[src/rtl/serial_5b_par_rx_if.sv]
`timescale 1ns/1ps
// Line input and parallel display-side outputs of the 5-bit serial receiver.
interface serial_5b_par_rx_if;
    logic serial_in;
    logic b1;
    logic b2;
    logic b3;
    logic b4;
    logic b5;
    logic b_par;
    logic frame_valid;
    logic frame_err;
    logic par_err;
    logic busy;

    modport master (
        input  serial_in,
        output b1, b2, b3, b4, b5, b_par, frame_valid, frame_err, par_err, busy
    );

    modport slave (
        output serial_in,
        input  b1, b2, b3, b4, b5, b_par, frame_valid, frame_err, par_err, busy
    );
endinterface

[src/rtl/serial_5b_par_rx.sv]
`timescale 1ns/1ps
// Deserialises start + 5 data + parity + stop frames for display_7_seg.
// The parallel outputs move only when a frame with a high stop bit completes.
module serial_5b_par_rx #(
    parameter int CLKS_PER_BIT = 16,
    parameter int PARITY_ODD   = 0
) (
    input  logic               clk,
    input  logic               rst,
    serial_5b_par_rx_if.master bus
);
    localparam int TW = (CLKS_PER_BIT > 2) ? $clog2(CLKS_PER_BIT) : 1;
    localparam logic [TW-1:0] TICK_MID  = TW'(CLKS_PER_BIT / 2 - 1);
    localparam logic [TW-1:0] TICK_LAST = TW'(CLKS_PER_BIT - 1);
    localparam logic          PAR_ODD   = (PARITY_ODD != 0);

    typedef enum logic [2:0] {IDLE, START, DATA, PARITY, STOP} state_t;

    state_t          state_q, state_d;
    logic [1:0]      sync_q;
    logic            rx_s;
    logic [TW-1:0]   tick_q, tick_d;
    logic [2:0]      bit_idx_q, bit_idx_d;
    logic [4:0]      shadow_q, shadow_d;
    logic            par_shadow_q, par_shadow_d;
    logic            load_d, ferr_d;
    logic [4:0]      data_q;
    logic            b_par_q, par_err_q, frame_valid_q, frame_err_q;

    assign rx_s = sync_q[1];

    always_ff @(posedge clk or posedge rst) begin
        if (rst) begin
            sync_q <= 2'b11;
        end else begin
            sync_q <= {sync_q[0], bus.serial_in};
        end
    end

    always_ff @(posedge clk or posedge rst) begin
        if (rst) begin
            state_q      <= IDLE;
            tick_q       <= '0;
            bit_idx_q    <= '0;
            shadow_q     <= '0;
            par_shadow_q <= 1'b0;
        end else begin
            state_q      <= state_d;
            tick_q       <= tick_d;
            bit_idx_q    <= bit_idx_d;
            shadow_q     <= shadow_d;
            par_shadow_q <= par_shadow_d;
        end
    end

    // tick_d returns to zero whenever the state changes
    always_comb begin
        state_d      = state_q;
        tick_d       = tick_q + 1'b1;
        bit_idx_d    = bit_idx_q;
        shadow_d     = shadow_q;
        par_shadow_d = par_shadow_q;
        load_d       = 1'b0;
        ferr_d       = 1'b0;
        case (state_q)
            IDLE: begin
                tick_d = '0;
                if (!rx_s) state_d = START;
            end
            START: begin
                if (tick_q == TICK_MID) begin
                    tick_d    = '0;
                    bit_idx_d = '0;
                    state_d   = rx_s ? IDLE : DATA;
                end
            end
            DATA: begin
                if (tick_q == TICK_LAST) begin
                    tick_d              = '0;
                    shadow_d[bit_idx_q] = rx_s;
                    if (bit_idx_q == 3'd4) state_d = PARITY;
                    else                   bit_idx_d = bit_idx_q + 3'd1;
                end
            end
            PARITY: begin
                if (tick_q == TICK_LAST) begin
                    tick_d       = '0;
                    par_shadow_d = rx_s;
                    state_d      = STOP;
                end
            end
            STOP: begin
                if (tick_q == TICK_LAST) begin
                    tick_d  = '0;
                    state_d = IDLE;
                    load_d  = rx_s;
                    ferr_d  = !rx_s;
                end
            end
            default: begin
                tick_d  = '0;
                state_d = IDLE;
            end
        endcase
    end

    always_ff @(posedge clk or posedge rst) begin
        if (rst) begin
            data_q        <= '0;
            b_par_q       <= 1'b0;
            par_err_q     <= 1'b0;
            frame_valid_q <= 1'b0;
            frame_err_q   <= 1'b0;
        end else begin
            frame_valid_q <= load_d;
            frame_err_q   <= ferr_d;
            if (load_d) begin
                data_q    <= shadow_q;
                b_par_q   <= par_shadow_q;
                par_err_q <= (^{shadow_q, par_shadow_q}) != PAR_ODD;
            end
        end
    end

    // shadow/data bit 0 is the first data bit on the line (b1, MSB)
    assign bus.b1          = data_q[0];
    assign bus.b2          = data_q[1];
    assign bus.b3          = data_q[2];
    assign bus.b4          = data_q[3];
    assign bus.b5          = data_q[4];
    assign bus.b_par       = b_par_q;
    assign bus.par_err     = par_err_q;
    assign bus.frame_valid = frame_valid_q;
    assign bus.frame_err   = frame_err_q;
    assign bus.busy        = (state_q != IDLE);

endmodule

[src/flat_wrapper.sv]
// flat-port wrapper written by rule: the top's interface ports become plain ports
module serial_5b_par_rx_flat 
#(
    parameter int CLKS_PER_BIT = 16,
    parameter int PARITY_ODD   = 0
)
  (clk, rst, bus_serial_in, bus_b1, bus_b2, bus_b3, bus_b4, bus_b5, bus_b_par, bus_frame_valid, bus_frame_err, bus_par_err, bus_busy);
  serial_5b_par_rx_if bus_i ();
  input  logic clk;
  input  logic rst;
  input wire logic [$bits(bus_i.serial_in)-1:0] bus_serial_in;
  output wire logic [$bits(bus_i.b1)-1:0] bus_b1;
  output wire logic [$bits(bus_i.b2)-1:0] bus_b2;
  output wire logic [$bits(bus_i.b3)-1:0] bus_b3;
  output wire logic [$bits(bus_i.b4)-1:0] bus_b4;
  output wire logic [$bits(bus_i.b5)-1:0] bus_b5;
  output wire logic [$bits(bus_i.b_par)-1:0] bus_b_par;
  output wire logic [$bits(bus_i.frame_valid)-1:0] bus_frame_valid;
  output wire logic [$bits(bus_i.frame_err)-1:0] bus_frame_err;
  output wire logic [$bits(bus_i.par_err)-1:0] bus_par_err;
  output wire logic [$bits(bus_i.busy)-1:0] bus_busy;
  assign bus_i.serial_in = bus_serial_in;
  assign bus_b1 = bus_i.b1;
  assign bus_b2 = bus_i.b2;
  assign bus_b3 = bus_i.b3;
  assign bus_b4 = bus_i.b4;
  assign bus_b5 = bus_i.b5;
  assign bus_b_par = bus_i.b_par;
  assign bus_frame_valid = bus_i.frame_valid;
  assign bus_frame_err = bus_i.frame_err;
  assign bus_par_err = bus_i.par_err;
  assign bus_busy = bus_i.busy;
  serial_5b_par_rx #(.CLKS_PER_BIT(CLKS_PER_BIT), .PARITY_ODD(PARITY_ODD)) u_core (.clk(clk), .rst(rst), .bus(bus_i));
endmodule
[config.mk]
export PLATFORM = sky130hd
export DESIGN_NAME = serial_5b_par_rx_flat
export DESIGN_NICKNAME = d
export VERILOG_FILES = /design/src/rtl/serial_5b_par_rx_if.sv /design/src/rtl/serial_5b_par_rx.sv /design/src/flat_wrapper.sv
export SDC_FILE = /design/constraint.sdc
export NUM_CORES = 1
export LEC_CHECK = 0
export BUFFER_PORTS_ARGS = -buffer_cell sky130_fd_sc_hd__buf_4
export CORE_MARGIN = 5
export CORE_UTILIZATION = 60
export DETAILED_ROUTE_END_ITERATION = 12
export PLACE_DENSITY = 0.81
export SLEW_MARGIN = 20
export SYNTH_ARGS = -nofsm -noshare
export SYNTH_HDL_FRONTEND = slang
export SYNTH_SLANG_ARGS = --single-unit
[constraint.sdc]
create_clock -name clk -period 4.55 [get_ports clk]
set_clock_uncertainty 0.15 [all_clocks]
set_input_delay 0.2275 -clock clk [delete_from_list [all_inputs] [get_ports clk]]
set_output_delay 0.2275 -clock clk [all_outputs]
set_load 0.02 [all_outputs]
# Yosys cells after proc, flatten, opt, wreduce, memory -nomap -nowiden
# Cells that the tools add are included.
dict set report totals {
  word_cells 62
  out_inout_bits 10
  input_bits 3
  reg_bits 27
}
dict set report classes {
  n_eq_ne 14
  n_addsub 2
  n_reduce_logical 11
  order_cmp 2
  muxes 22
}
# operator n
set op_table {}
lappend op_table {{3-bit two-way mux} 9}
lappend op_table {{3-bit case mux with 5 select lines} 1}
lappend op_table {{2-bit by 1-bit != test with 1-bit output (second input constant)} 5}
lappend op_table {{4-bit two-way mux} 2}
lappend op_table {{4-bit case mux with 2 select lines} 1}
lappend op_table {{3-bit by 2-bit == test with 1-bit output (second input constant)} 2}
lappend op_table {{3-bit == test (second input constant)} 2}
lappend op_table {{3-bit case mux with 2 select lines} 1}
lappend op_table {{6-bit AND reduction} 1}
lappend op_table {{6-bit XOR reduction} 1}
lappend op_table {{5-bit bitwise mux} 1}
lappend op_table {{1-bit two-way mux} 5}
lappend op_table {{4-bit by 1-bit adder with 4-bit output (second input constant)} 1}
lappend op_table {{4-bit by 3-bit == test with 1-bit output (second input constant)} 1}
lappend op_table {{4-bit == test (second input constant)} 1}
lappend op_table {{3-bit by 4-bit less-than comparator with 1-bit output (second input constant)} 1}
lappend op_table {{2-bit != test (second input constant)} 2}
lappend op_table {{2-bit AND reduction} 2}
lappend op_table {{4-bit AND reduction} 1}
lappend op_table {{3-bit by 1-bit adder with 3-bit output (second input constant)} 1}
lappend op_table {{1-bit demux with 3-bit select} 1}
lappend op_table {{3-bit by 1-bit == test with 1-bit output (second input constant)} 1}
lappend op_table {{3-bit by 1-bit greater-or-equal comparator with 1-bit output (second input constant)} 1}
lappend op_table {{3-bit zero test} 1}
lappend op_table {{6 further kinds} 6}

# Logic depth before layout (Yosys ltp)
# Gate-level depths: netlist (run 1).
dict set report depth {
  depth_word 5
  mapped_depth 5
  ltp_nobuf 4
}

# Worst setup path before layout (run 1)
# Ideal clock, no wire load.
dict set report synth_timing {
  kind {reg2reg}
  startpoint {register u_core.state_q[0]}
  endpoint {register u_core.shadow_q[4]}
  t_required_ns 4.275
  setup_ns 0.125
  period_less_slack_ns 1.722
  stages_incl_launch_ff 5
  path_buffers 1
  path_slack_ns 2.828
  arrival_ns 1.447
  cell_sequence {dfrtp_1 > buf_6 > or3b_4 > nor4b_2 > mux2_2}
}
dict set report synth_between {
  elab_chain_cells 2
}
# item line
set synth_rtl {}
lappend synth_rtl {{from (decl)} serial_5b_par_rx.sv:19} ;# state_t state_q, state_d;
lappend synth_rtl {{from (signal assigned)} serial_5b_par_rx.sv:48} ;# state_q <= state_d;
lappend synth_rtl {{3-bit by 2-bit == test with 1-bit output} serial_5b_par_rx.sv:65} ;# case (state_q)
lappend synth_rtl {{2-bit AND reduction (no line)} n/a}
lappend synth_rtl {{to (signal assigned)} serial_5b_par_rx.sv:51} ;# shadow_q <= shadow_d;
lappend synth_rtl {{to (decl)} serial_5b_par_rx.sv:24} ;# logic [4:0] shadow_q, shadow_d;
# No other way between the ends.
# A chain may end at the register's enable or synchronous reset.

# Final worst setup path (run 1)
dict set report layout_timing {
  startpoint {register u_core.state_q[1]}
  endpoint {register u_core.shadow_q[4]}
}
# The elaborated chain is that of the path after synthesis.

==> results of run 1 <==
power by group through the flow:
stage / combinational, uW / sequential, uW / clock [uW]
global route: 157 / 334 / 118
finish: 138 / 327 / 98.4
global placement: 132 / 326 / 0
detailed placement: 137 / 331 / 0
CTS: 139 / 326 / 103
floorplan: 145 / 298 / 0
registers in the layout (all words and copies together), names as in the netlist:
signal	flops
u_core.bit_idx_q	3
u_core.bus.b_par	1
u_core.bus.frame_err	1
u_core.bus.frame_valid	1
u_core.bus.par_err	1
u_core.data_q	5
u_core.par_shadow_q	1
u_core.shadow_q	5
u_core.state_q	3
u_core.sync_q	2
u_core.tick_q	4
metal layers:
metal / global-route usage / wire length [um] / vias to the layer above / share of wire
met5: 0 / 0 / - / 0
met4: 0.06291 / 29 / 0 / 0.013
met3: 0.03218 / 75 / 4 / 0.035
met2: 0.2426 / 1050 / 18 / 0.49
met1: 0.1959 / 1007 / 412 / 0.47
li1: - / - / 414 / -
area by class of cell:
cell class,count,area (sq um),share of cell area
sequential,27,678.2,0.4664
timing repair buffer,14,110.1,0.07573
clock buffer,3,22.52,0.01549
tap,28,35.03,0.02410
multi-input combinational,69,573.1,0.3941
clock inverter,1,5.005,0.003442
inverter,8,30.03,0.02065
metrics by stage:
step	power [uW]	std cells
floorplan	443.0	110
global placement	458.6	144
detailed placement	468.2	144
CTS	569.0	149
global route	609.0	150
finish	563.7	150
worst max-delay path, delay by kind of cell, from the launching register on:
| kind | cells | cell delay, ns |
|---|---|---|
| muxes | 1 | 0.36 |
| and+or+nand+nor | 2 | 0.68 |
| DFF | 1 | 0.60 |
cell usage in the layout, fill, tap and decap left out, types with 2 or more instances in the layout:
master	instances
nand4_1	4
mux2i_1	2
clkbuf_4	3
a21oi_1	3
nor2_1	3
xor2_1	2
nor4b_2	2
nand3_1	3
buf_4	12
dfrtp_1	25
inv_1	7
xnor2_1	4
and3_1	5
mux2_2	13
dlygate4sd3_1	2
nand2_1	3
o21ai_0	6
dfstp_2	2
ha_1	3
cell families (layout without fill, tap and decap cells):
family / count (synthesis) / in the layout / synth area share
and+or+nand+nor: 31 / 31 / 0.1637
muxes: 15 / 15 / 0.1265
adders and majority gates: 3 / 3 / 0.02855
xor gates and xnor gates: 7 / 7 / 0.05709
AOI/OAI and AO/OA: 13 / 13 / 0.05995
buffers and inverters: 14 / 26 / 0.04852
DFF: 27 / 27 / 0.5157
timing repair:
| action | 4_1_cts | 5_1_grt |
|---|---|---|
| hold buffers | 1 | 1 |
| endpoints found under the hold margin | 1 | 25 |
| resized for setup | 0 | 0 |
how the worst min path moves through the flow:
stage,end,startpoint,cells past startpoint,slack (ns)
4_1_cts,u_core.tick_q[1],rst,2,0.004
5_1_grt,u_core.sync_q[1],u_core.sync_q[0],0,0.23
2_1_floorplan,u_core.sync_q[0],bus_serial_in,0,0.08
3_5_place_dp,u_core.sync_q[0],bus_serial_in,1,0.19
3_3_place_gp,u_core.sync_q[0],bus_serial_in,1,0.19
6_report,u_core.sync_q[1],u_core.sync_q[0],0,0.22
==> run metrics, run 1 <==
Overall Global Routing Usage 0.1507; Fillers ~180; Crit path required time approximately 4.6 ns; Die W approximately 57 um; WL per Instance ~14 um; routability cong. between 0.8 and 0.9; top-count cell post-synth dfrtp_1; Synth Flop Type dfrtp_1; port bufs 12; switching power roughly 180 uW; Gate power share 0.245; number of synthesized flops with an enable pin 0; Switching Fraction 0.3272; top cell type's share of synthesized area 0.4757; Setup TNS 0 ns; synthesized area between 1000 and 1500 sq um; RSZ-0062 raised after global routing no; post-synth cell types 35; clock buffer depth 2; total wire length 2161 um; Int Power around 380 uW; antenna violations before repair 0; synthesized net count approximately 120; H-tree Lvls 1; Startpoint Class flip-flop; r2r setup slk roughly 2.7 ns; CP Class reg -> reg; Cells after Synth 110; Ports 13; CP Cell Sequence or3b_4 -> nor4b_2 -> mux2_2; CTS tree done; final worst-path cycle share 0.4163; clock share of power 0.175; Setup crit end u_core.shadow_q[4]; share of cells above drive strength 1 0.3033; Max FO, Critical Path 13; Syn Area/Cell about 12 sq um; Peak supply drop 0.3418 mV; CTS Buf Count 3; top cells by area, synth dfrtp_1, mux2_2, dfstp_2, ha_1, xnor2_1; MaxCap Viol Count 0; total grt overflow 0; ANT cells 0; Arr. time, crit path just under 2 ns; Net count, final between 100 and 150; Post-CTS Setup Repair Bufs 0; drt drc 0; Initial DRT Pass Iterations 4; clk sink count 27; HP Class reg -> reg; Yosys reg bits 27; Worst path slowest cell dfrtp_1; Seq/Total Area, Yosys 0.5157; Root Driver clkbuf_4; CP max stage delay ~0.6 ns; min cycle time layout between 1.5 and 2 ns; first-pass GRT wire length between 3000 and 4000 um; Slew Viols, Final 0; Core Rows 17; endpoints failing hold 0; Clock Latency Late Sink between 0.3 and 0.4 ns; initial DRC count 27; Max Fclk between 500 and 600 MHz; Final WS setup 2.656 ns; Slew headroom 0.6348; pin count of the biggest net entering global routing 28; crit path launch u_core.state_q[1]; fin util 0.6768; Synth warnings 0; Die Y ~57 um; CP endpoint kind flip-flop; Critical R2R Launch u_core.state_q[1]; area growth from synthesis to layout 10.56%; Yosys top cell by area dfrtp_1; core area approximately 2100 sq um; Cell Pwr Density just under 400 nW/um^2; Routed Antenna Nets 0; worst slew pin tran 0.5470 ns; sequential power share 0.581; DR vias approximately 850; final setup fails 0; Die ar. about 3200 sq um; CTS clk-pin slew, worst paths about 0.14 ns; detailed placer's ending HPWL 1584 um; pre-CTS setup slack 2.652 ns; final instance area approximately 1500 sq um; R2R cell count 3; Post-synth ARST share 1.000; Hold WS roughly 0.22 ns; FF-to-FF End u_core.shadow_q[4]; DR vias/cell 5.653; list of most frequent post-synthesis cells dfrtp_1, mux2_2, inv_1, o21ai_0, and3_1; initial core utilization 0.6121; Leak 0.0007050 uW; vias in the first global route ~850; status finished clean; Placed Area 1406 sq um
(Power assumes the default switching activity.)
==> run 2, diff against run 1 <==
--- a/config.mk
+++ b/config.mk
@@ -7,9 +7,9 @@
 export LEC_CHECK = 0
 export BUFFER_PORTS_ARGS = -buffer_cell sky130_fd_sc_hd__buf_4
 export CORE_MARGIN = 5
-export CORE_UTILIZATION = 60
+export CORE_UTILIZATION = 57
 export DETAILED_ROUTE_END_ITERATION = 12
-export PLACE_DENSITY = 0.81
+export PLACE_DENSITY = 0.77
 export SLEW_MARGIN = 20
 export SYNTH_ARGS = -nofsm -noshare
 export SYNTH_HDL_FRONTEND = slang
==> constraint.sdc (replaced) <==
create_clock -name clk -period 1.75 [get_ports clk]
set_clock_uncertainty 0.15 [all_clocks]
set_input_delay 0.0875 -clock clk [delete_from_list [all_inputs] [get_ports clk]]
set_output_delay 0.0875 -clock clk [all_outputs]
set_load 0.02 [all_outputs]
==> run 2 against run 1 <==
Global-route usage grew 0.83 points. Routed wire length up 13%. Largest power group unchanged. Non-clock buffer count increased by 12. Final cell count grew 8.0%. First-iteration DRC count fell by 56%. Sequential power up 140%. Worst setup slack got worse by 2.6 ns. Combinational power grew to 4.4 times the previous value. Highest routed layer unchanged. Critical path type unchanged. Via count up 7.4%. Sequential share of layout area fell by 4.0 points. Clock power grew to 2.8 times the previous value.
==> run metrics, run 2 (synthesis gave the netlist of run 1 again) <==
drt drc 0 (unchanged); routability cong. 0.8073 (-0.60%); Switching Fraction 0.3317 (+0.004573); Root Driver clkbuf_4; Slew headroom 0.7759 (+0.1411); Arr. time, crit path 1.83 ns (-0.13 ns); Gate power share 0.366 (+0.121); commonest non-fill, non-tap cells in the layout dfrtp_1, buf_4, mux2_2; status finished clean; Metal-1 WL 1036 um (+2.9%); Top Registers u_core.data_q x5, u_core.shadow_q x5, u_core.tick_q x4; initial DRC count 12 (-56%); WL per Instance 15.04 um (+4.4%); ANT cells 0 (unchanged); RSZ-0062 raised after global routing yes; port bufs 12 (unchanged); H-tree Lvls 1 (unchanged); final worst-path cycle share 0.9931 (+0.5768); Max FO, Critical Path 3 (-10); clock share of power 0.167 (-0.008); Int Power 1110 uW (+190%); switching power 551.2 uW (+200%); commonest non-fill, non-tap cell in the layout dfrtp_1; CP endpoint kind flip-flop; sequential power share 0.467 (-0.114); Initial DRT Pass Iterations 4 (unchanged); endpoints failing hold 0 (unchanged); Core Rows 17 (unchanged); HP Class in -> async; Die W 58.03 um (+2.1%); clock buffer depth 2 (unchanged); CTS Buf Count 3 (unchanged); Crit path required time 1.84 ns (-2.78 ns); DR vias 911 (+7.4%); total wire length 2436 um (+13%); area growth from synthesis to layout 20.93%; core area 2212 sq um (+3.0%); Ports 13 (unchanged); CTS clk-pin slew, worst paths 0.15 ns (about the same); Layout Cells excl Fill 162 (+8.0%); met2 wire length 1267 um (+21%); initial core utilization 0.5945 (-0.01766); Leak 0.0007790 uW (+11%); final setup fails 0 (unchanged); Net count, final 141 (+9.3%); Peak supply drop 0.7179 mV (+110%); Top Metal Used met4; Slew Viols, Final 0 (unchanged); vias in the first global route 879 (+3.8%); Cell Pwr Density 1045 nW/um^2 (+170%); Overall Global Routing Usage 0.1590 (+0.008283); Max Fclk 575.4 MHz (+9.0%); detailed placer's ending HPWL 1690 um (+6.7%); met3 routed WL 101 um (+35%); first-pass GRT wire length 4112 um (+8.4%); fin util 0.7189 (+0.04213); clk sink count 27 (unchanged); Startpoint Class flip-flop; CTS tree done; min cycle time layout 1.738 ns (-0.1562 ns); Routed Antenna Nets 0 (unchanged); Fillers 156 (-12%); MaxCap Viol Count 0 (unchanged); Die Y 58.03 um (+2.1%); Die ar. 3367 sq um (+4.3%); DR vias/cell 5.623 (-0.53%); worst slew pin tran 0.3362 ns (-0.2108 ns); total grt overflow 0 (unchanged); CP Class reg -> reg; pin count of the biggest net entering global routing 28 (unchanged); antenna violations before repair 0 (unchanged); share of cells above drive strength 1 0.3881 (+0.08478); dpl cells 153 (+6.3%); Clock Latency Late Sink 0.33 ns (+0.02 ns)
## run 2: per-stage QoR
| step | setup TNS (ns) | setup WS [ns] | cell area [sq um] | hold slack (ns) | power, uW |
|---|---|---|---|---|---|
| after floorplan | 0 | 0.02833 | 1315 | -0.05802 | 1152 |
| after global placement | 0 | 0.04370 | 1474 | 0.01241 | 1281 |
| after detailed placement | -0.1645 | -0.03690 | 1474 | 0.02248 | 1304 |
| after CTS | 0 | 0.01010 | 1530 | 0.2087 | 1584 |
| after global routing | -0.02454 | -0.02454 | 1590 | 0.2217 | 1771 |
| final | 0 | 0.01216 | 1590 | 0.2053 | 1662 |
## run 2: timing repair
item                                    CTS  global route
gates cloned                              0             0
buffers inserted                          0             3
hold buffers                              2             0
resized for setup                         2             7
pin swaps                                 0             2
endpoints found under the setup margin    7            16
hold endpoints to repair                 28             0
## run 2: path summary, 6_finish.rpt
kind,start,to,slack [ns],depth (start not counted)
worst max-delay path,u_core.state_q[2],u_core.shadow_q[4],0.01,3
worst min-delay path,rst,u_core.shadow_q[1],0.21,4
worst max register to register,u_core.state_q[2],u_core.shadow_q[4],0.01,3
worst min register to register,u_core.sync_q[0],u_core.sync_q[1],0.22,0
max in group asynchronous,rst,u_core.sync_q[0],0.95,4
min in group clk,u_core.sync_q[0],u_core.sync_q[1],0.22,0
## run 2: critical path, stage by stage (launching register included)
cell,delay (ns)
dfrtp_1,0.43
or3b_4,0.43
nor4b_4,0.31
mux2_4,0.33
## run 2: final cells by class
| class | count | area [sq um] | share of cell area |
|---|---|---|---|
| clock buffer | 3 | 22.52 | 0.01416 |
| sequential | 27 | 678.2 | 0.4264 |
| timing repair buffer | 26 | 203.9 | 0.1282 |
| tap | 28 | 35.03 | 0.02203 |
| multi-input combinational | 69 | 615.6 | 0.3871 |
| inverter | 8 | 30.03 | 0.01888 |
| clock inverter | 1 | 5.005 | 0.003147 |
## run 2: per-layer routing
metal	GRT usage	up-vias
met5	0	-
met4	0.06954	0
met3	0.02673	2
met2	0.2500	23
met1	0.2159	450
li1	-	436
## run 2: power by group through the flow
stage | logic [uW] | registers, uW | clock network (uW)
after floorplan | 377 | 775 | 0
after global placement | 503 | 778 | 0
after detailed placement | 520 | 784 | 0
after CTS | 529 | 772 | 282
after global routing | 668 | 789 | 314
final | 608 | 776 | 277
